**src/rtl/matrix_row_packer_if.sv**
```systemverilog
// matrix_row_packer_if
//   Element stream in, packed-word stream out, for matrix_row_packer.
//   Signals:
//     in_valid/in_data/in_last/in_ready : element handshake (producer -> packer)
//     out_valid/out_data/out_count/out_last/out_ready : packed word handshake
//                                         (packer -> matrix_fill)
//   Modports:
//     master : the environment side (drives elements, accepts words)
//     slave  : the packer side
interface matrix_row_packer_if #(
  parameter int ELEM_W = 4,
  parameter int N_ELEM = 8
);
  logic                     in_valid;
  logic [ELEM_W-1:0]        in_data;
  logic                     in_last;
  logic                     in_ready;
  logic                     out_valid;
  logic [ELEM_W*N_ELEM-1:0] out_data;
  logic [3:0]               out_count;
  logic                     out_last;
  logic                     out_ready;

  modport master (
    output in_valid, in_data, in_last, out_ready,
    input  in_ready, out_valid, out_data, out_count, out_last
  );

  modport slave (
    input  in_valid, in_data, in_last, out_ready,
    output in_ready, out_valid, out_data, out_count, out_last
  );
endinterface

```
**src/rtl/matrix_row_packer.sv**
```systemverilog
// matrix_row_packer
//   Packs a stream of ELEM_W-bit elements, row-major, into ELEM_W*N_ELEM-bit
//   words for matrix_fill. One assembly register plus one output register let
//   a full word wait in assembly while the previous word is stalled downstream.
//   A short final word (in_last) is zero-padded and flushed.
//   Ports:
//     clk   : rising-edge clock
//     rst_n : asynchronous active-low reset
//     bus   : matrix_row_packer_if.slave (element in, packed word out)
module matrix_row_packer #(
  parameter int ELEM_W = 4,
  parameter int N_ELEM = 8
) (
  input  logic               clk,
  input  logic               rst_n,
  matrix_row_packer_if.slave bus
);
  localparam int WORD_W = ELEM_W * N_ELEM;
  localparam int IDX_W  = (N_ELEM > 1) ? $clog2(N_ELEM) : 1;
  localparam logic [IDX_W-1:0] LAST_IDX = IDX_W'(N_ELEM - 1);

  typedef enum logic [0:0] {FILL = 1'b0, HOLD = 1'b1} state_e;

  state_e            state_q, state_d;
  logic [IDX_W-1:0]  idx_q, idx_d;
  logic [WORD_W-1:0] asm_q, asm_d;
  logic [3:0]        hold_cnt_q, hold_cnt_d;
  logic              hold_last_q, hold_last_d;
  logic              out_valid_q, out_valid_d;
  logic [WORD_W-1:0] out_data_q, out_data_d;
  logic [3:0]        out_count_q, out_count_d;
  logic              out_last_q, out_last_d;

  logic              in_ready_s;
  logic              accept_s;
  logic              complete_s;
  logic              slot_free_s;
  logic [3:0]        cnt_new_s;
  logic [WORD_W-1:0] asm_wr_s;

  // Acceptance, word completion and the assembly word with the new lane inserted
  always_comb begin
    accept_s    = bus.in_valid && in_ready_s;
    complete_s  = accept_s && ((idx_q == LAST_IDX) || bus.in_last);
    slot_free_s = !out_valid_q || bus.out_ready;
    cnt_new_s   = 4'(idx_q) + 4'd1;
    asm_wr_s    = asm_q;
    asm_wr_s[idx_q*ELEM_W +: ELEM_W] = bus.in_data;
  end

  // FSM state register
  always_ff @(posedge clk or negedge rst_n) begin
    if (!rst_n) begin
      state_q <= FILL;
    end else begin
      state_q <= state_d;
    end
  end

  // FSM next-state logic
  always_comb begin
    state_d = state_q;
    case (state_q)
      FILL: begin
        if (complete_s && !slot_free_s) begin
          state_d = HOLD;
        end else begin
          state_d = FILL;
        end
      end
      HOLD: begin
        if (bus.out_ready) begin
          state_d = FILL;
        end else begin
          state_d = HOLD;
        end
      end
      default: state_d = FILL;
    endcase
  end

  // FSM output decode: the only input-side flow control, purely from state
  always_comb begin
    in_ready_s = 1'b1;
    case (state_q)
      FILL:    in_ready_s = 1'b1;
      HOLD:    in_ready_s = 1'b0;
      default: in_ready_s = 1'b1;
    endcase
  end

  // Datapath next-state: assembly lanes, held word metadata, output register
  always_comb begin
    idx_d       = idx_q;
    asm_d       = asm_q;
    hold_cnt_d  = hold_cnt_q;
    hold_last_d = hold_last_q;
    out_data_d  = out_data_q;
    out_count_d = out_count_q;
    out_last_d  = out_last_q;
    // A downstream transfer empties the slot unless a new word loads below.
    out_valid_d = out_valid_q && !bus.out_ready;
    case (state_q)
      FILL: begin
        if (accept_s) begin
          if (complete_s) begin
            idx_d = '0;
            if (slot_free_s) begin
              out_data_d  = asm_wr_s;
              out_count_d = cnt_new_s;
              out_last_d  = bus.in_last;
              out_valid_d = 1'b1;
              asm_d       = '0;
            end else begin
              // Park the finished word in assembly until the slot drains.
              asm_d       = asm_wr_s;
              hold_cnt_d  = cnt_new_s;
              hold_last_d = bus.in_last;
            end
          end else begin
            asm_d = asm_wr_s;
            idx_d = idx_q + IDX_W'(1);
          end
        end else begin
          idx_d = idx_q;
        end
      end
      HOLD: begin
        if (bus.out_ready) begin
          out_data_d  = asm_q;
          out_count_d = hold_cnt_q;
          out_last_d  = hold_last_q;
          out_valid_d = 1'b1;
          asm_d       = '0;
        end else begin
          asm_d = asm_q;
        end
      end
      default: begin
        idx_d = '0;
        asm_d = '0;
      end
    endcase
  end

  // Datapath registers
  always_ff @(posedge clk or negedge rst_n) begin
    if (!rst_n) begin
      idx_q       <= '0;
      asm_q       <= '0;
      hold_cnt_q  <= 4'd0;
      hold_last_q <= 1'b0;
      out_valid_q <= 1'b0;
      out_data_q  <= '0;
      out_count_q <= 4'd0;
      out_last_q  <= 1'b0;
    end else begin
      idx_q       <= idx_d;
      asm_q       <= asm_d;
      hold_cnt_q  <= hold_cnt_d;
      hold_last_q <= hold_last_d;
      out_valid_q <= out_valid_d;
      out_data_q  <= out_data_d;
      out_count_q <= out_count_d;
      out_last_q  <= out_last_d;
    end
  end

  assign bus.in_ready  = in_ready_s;
  assign bus.out_valid = out_valid_q;
  assign bus.out_data  = out_data_q;
  assign bus.out_count = out_count_q;
  assign bus.out_last  = out_last_q;

endmodule

```
**src/flat_wrapper.sv**
```systemverilog
// flat-port wrapper written by rule: the top's interface ports become plain ports
module matrix_row_packer_flat 
#(
  parameter int ELEM_W = 4,
  parameter int N_ELEM = 8
)
  (clk, rst_n, bus_in_valid, bus_in_data, bus_in_last, bus_out_ready, bus_in_ready, bus_out_valid, bus_out_data, bus_out_count, bus_out_last);
  matrix_row_packer_if #(.ELEM_W(ELEM_W), .N_ELEM(N_ELEM)) bus_i ();
  input  logic clk;
  input  logic rst_n;
  input wire logic [$bits(bus_i.in_valid)-1:0] bus_in_valid;
  input wire logic [$bits(bus_i.in_data)-1:0] bus_in_data;
  input wire logic [$bits(bus_i.in_last)-1:0] bus_in_last;
  input wire logic [$bits(bus_i.out_ready)-1:0] bus_out_ready;
  output wire logic [$bits(bus_i.in_ready)-1:0] bus_in_ready;
  output wire logic [$bits(bus_i.out_valid)-1:0] bus_out_valid;
  output wire logic [$bits(bus_i.out_data)-1:0] bus_out_data;
  output wire logic [$bits(bus_i.out_count)-1:0] bus_out_count;
  output wire logic [$bits(bus_i.out_last)-1:0] bus_out_last;
  assign bus_i.in_valid = bus_in_valid;
  assign bus_i.in_data = bus_in_data;
  assign bus_i.in_last = bus_in_last;
  assign bus_i.out_ready = bus_out_ready;
  assign bus_in_ready = bus_i.in_ready;
  assign bus_out_valid = bus_i.out_valid;
  assign bus_out_data = bus_i.out_data;
  assign bus_out_count = bus_i.out_count;
  assign bus_out_last = bus_i.out_last;
  matrix_row_packer #(.ELEM_W(ELEM_W), .N_ELEM(N_ELEM)) u_core (.clk(clk), .rst_n(rst_n), .bus(bus_i));
endmodule
```
**config.mk**
```make
export PLATFORM = sky130hd
export DESIGN_NAME = matrix_row_packer_flat
export DESIGN_NICKNAME = d
export VERILOG_FILES = /design/src/rtl/matrix_row_packer_if.sv /design/src/rtl/matrix_row_packer.sv /design/src/flat_wrapper.sv
export SDC_FILE = /design/constraint.sdc
export NUM_CORES = 1
export LEC_CHECK = 0
export CORE_MARGIN = 3
export CORE_UTILIZATION = 35
export DETAILED_ROUTE_END_ITERATION = 16
export HOLD_SLACK_MARGIN = 0.02
export PLACE_DENSITY = 0.61
export SETUP_SLACK_MARGIN = 0.4
export SLEW_MARGIN = 20
export SYNTH_ARGS = -nofsm -noshare
export SYNTH_HDL_FRONTEND = slang
export SYNTH_SLANG_ARGS = --single-unit
```
**constraint.sdc**
```tcl
create_clock -name clk -period 2.5 [get_ports clk]
set_input_delay 0.25 -clock clk [delete_from_list [all_inputs] [get_ports clk]]
set_output_delay 0.25 -clock clk [all_outputs]
set_load 0.005 [all_outputs]
```
==> impl_results.md <==
* Setup_tns at 0 ns
* Leakage at 2.04 nW
* Clk buf depth at 2
* Initial Util at 0.363
* Gate Count Post-Synth at 346
* Fin util at 0.460
* Max VDD drop at 0.319 mV
* Met3 Track Usage GR at 0.0247
* Final worst-path cycle share at 0.802
* GRT Residual Overflow at 0
* Max Clock Skew at 0.0153 ns
* Worst skew pair latency at 0.36 ns
* Clock Pin Slew Worst Setup and Hold Paths at 0.08 ns
* Layout cells sized above 1 at 0.168
* Top-count cell post-synth: dfrtp_1
* Synthesized area at 0.00376 mm²
* Buf/Inv on CP at 1
* IO buf count at 47
* Final Max Slew Viols at 0
* DR vias/cell at 5.22
* Setup violators final at 0
* Worst Tran Pin Value at 1.00 ns
* Largest net degree at the start of global routing at 80
* Via count at 2798
* Primary FF master, synth: dfrtp_1
* Sequential fraction of the synthesis area at 0.526
* Hold Buf Count CTS at 0
* DR WL/cell at 16.4 µm
* Clock sink count at 79
* Io pins at 48
* Final #Nets at 409
* Core area at 0.0104 mm²
* RSZ-0062 raised after global routing: false
* #FFs+latches synth at 79
* Power density cells at 672 mW/mm²
* Worst-path fanout max at 9
* Status: finished, final reports clean
* CP Cell Sequence: buf_4 -> ha_1 -> ha_1 -> or2_4 -> a21o_4 -> nand2b_2 -> o2bb2ai_1
* First-pass GRT wire length at 13900 µm
* Synth top area cells: dfrtp_1 53%, mux2i_1 6.1%, a22o_1 5.8%
* H-tree levels at 3
* Largest delay share family, worst path: simple AND/OR/NAND/NOR gates
* Remaining antenna violation count at 0
* Number of global-route vias before repair at 2776
* Setup crit end kind: register
* Initial antenna violation count at 0
* Most used routing layer: met2
* Synth Net Count at 360
* Max_slew headroom at 0.330
* Unique masters post-synth at 47
* GRT met2 Usage at 0.234
* Max_cap viols at 0
* Die area at 0.0120 mm²
* Synthesized area per cell at 10.9 µm²
* Worst EP required at 2.78 ns
* Worst Setup Path Type: reg2reg
* Die Span Y at 110 µm
* Area growth, synth to finish at 27.0%
* DP HPWL at 5720 µm
* Antenna cells at 0
* CTS tree: built
* Most common library cells after synthesis: 79 x dfrtp_1, 47 x nand2_1, 41 x o21ai_0
* Total Routed Length at 8810 µm
* Beginning of the critical path: u_core.idx_q[0]$_DFFE_PN0P_
* Gr usage total at 0.147
* Max Freq at 499 MHz
* Met1 Resource Use GR at 0.199
* Yosys top cell by area: dfrtp_1
* Crit path DAT at 2.28 ns
* Min-delay worst type: in2async
* Die Wd at 110 µm
* Post-synth top area share at 0.526
* Slowest stage cell on the critical path: dfrtp_1
* Final worst path period need at 2.00 ns
* DRC at 0
* Starting DRT DRC Count at 150
* Worst path most repeated cell: ha_1
* R2R Setup Slk at 0.50 ns
* FFs w/ async S/R, synth at 1.00
* EDFF count, synth at 0
* CP Launch Type: register
* Placer Congestion at 0.784
* Synthesis Warnings at 0
* CP peak stage delay at 0.38 ns
* Root Buffer: clkbuf_8
* Drt pass-1 iters at 4
* R2r startpoint: u_core.idx_q[0]$_DFFE_PN0P_
* Number of buffers created by CTS at 9
* Fin. Hold Viols at 0
* Cell Rows at 37
## kinds of logic after synthesis
group,Yosys count,synth area share
AO/OA/AOI/OAI,105,0.201
AND/OR/NAND/NOR,103,0.143
flip-flops,79,0.526
buffers and inverters,28,0.0406
multiplexers,26,0.0722
adder cells (fa/ha/maj),5,0.0166
## through the flow
step | cells | hold slack (ns) | setup WS, ns | cell area (µm²) | power, W
after detailed placement | 515 | 0.470 | 0.236 | 4360 | 0.00220
after global placement | 515 | 0.462 | 0.368 | 4360 | 0.00218
final | 536 | 0.0619 | 0.496 | 4770 | 0.00321
after floorplan | 346 | -0.0456 | 0.472 | 3760 | 0.00192
after global routing | 536 | 0.144 | 0.392 | 4770 | 0.00338
after CTS | 531 | 0.105 | 0.354 | 4580 | 0.00314
## timing repair
item | 4_1_cts | 5_1_grt
pin swaps | 0 | 3
setup buffers | 0 | 2
endpoints found under the hold margin | 0 | 0
setup endpoints to repair | 37 | 63
resized for setup | 5 | 29
gates cloned | 0 | 3
## where the power goes
group	switching, W	internal [W]	total, W
clock	0.000473	0.000458	0.000931
combinational	0.000485	0.000368	0.000853
sequential	0.0000540	0.00137	0.00143
total	0.00101	0.00220	0.00321
## layout make-up
cell class,count,area [µm²]
Clock buffer,10,128
Fill cell,969,5600
Timing Repair Buffer,59,588
Sequential cell,79,1980
Clock inverter,6,61.3
Multi-Input combinational cell,241,1830
Tap cell,136,170
Inverter,5,18.8
## cells in the final DEF, fill, tap and decap left out, drive strengths merged
cell type	instances
nor4	2
a21o	3
mux2	3
inv	5
nor3	6
or2	1
o21bai	1
o21ai	50
nand3	3
o211ai	1
o2bb2ai	9
dfrtp	79
a21oi	2
a32o	1
nand3b	1
nand2	49
and3b	1
ha	5
a22o	25
mux2i	23
a22oi	12
o2111ai	1
clkdlybuf4s50	46
and3	2
clkbuf	11
or3	2
nand4b	1
buf	12
nor2	11
nand2b	5
nor2b	8
and2	9
a21boi	2
bufinv	1
and4	1
and2b	1
clkinvlp	1
clkinv	4
## registers in the layout, indices dropped and copies added (netlist names)
register	count
u_core.bus.out_count	4
u_core.state_q	1
u_core.asm_q	32
u_core.bus.out_data	32
u_core.bus.out_last	1
u_core.hold_cnt_q	4
u_core.bus.out_valid	1
u_core.hold_last_q	1
u_core.idx_q	3
## worst paths after layout
path	cells after the start	to
max	7	u_core.asm_q[6]$_DFFE_PN0P_
max in group asynchronous	1	u_core.idx_q[2]$_DFFE_PN0P_
max reg2reg	7	u_core.asm_q[6]$_DFFE_PN0P_
min reg2reg	2	u_core.bus.out_data[25]$_DFFE_PN0P_
min in group clk	2	u_core.bus.out_data[25]$_DFFE_PN0P_
min	1	u_core.bus.out_data[6]$_DFFE_PN0P_
## layer usage
layer | up-vias | share of wire
li1 | 1339 | -
met1 | 1383 | 0.47
met2 | 62 | 0.46
met3 | 14 | 0.043
met4 | 0 | 0.025
met5 | - | 0
Note: power is estimated with default switching activity, not from simulation.
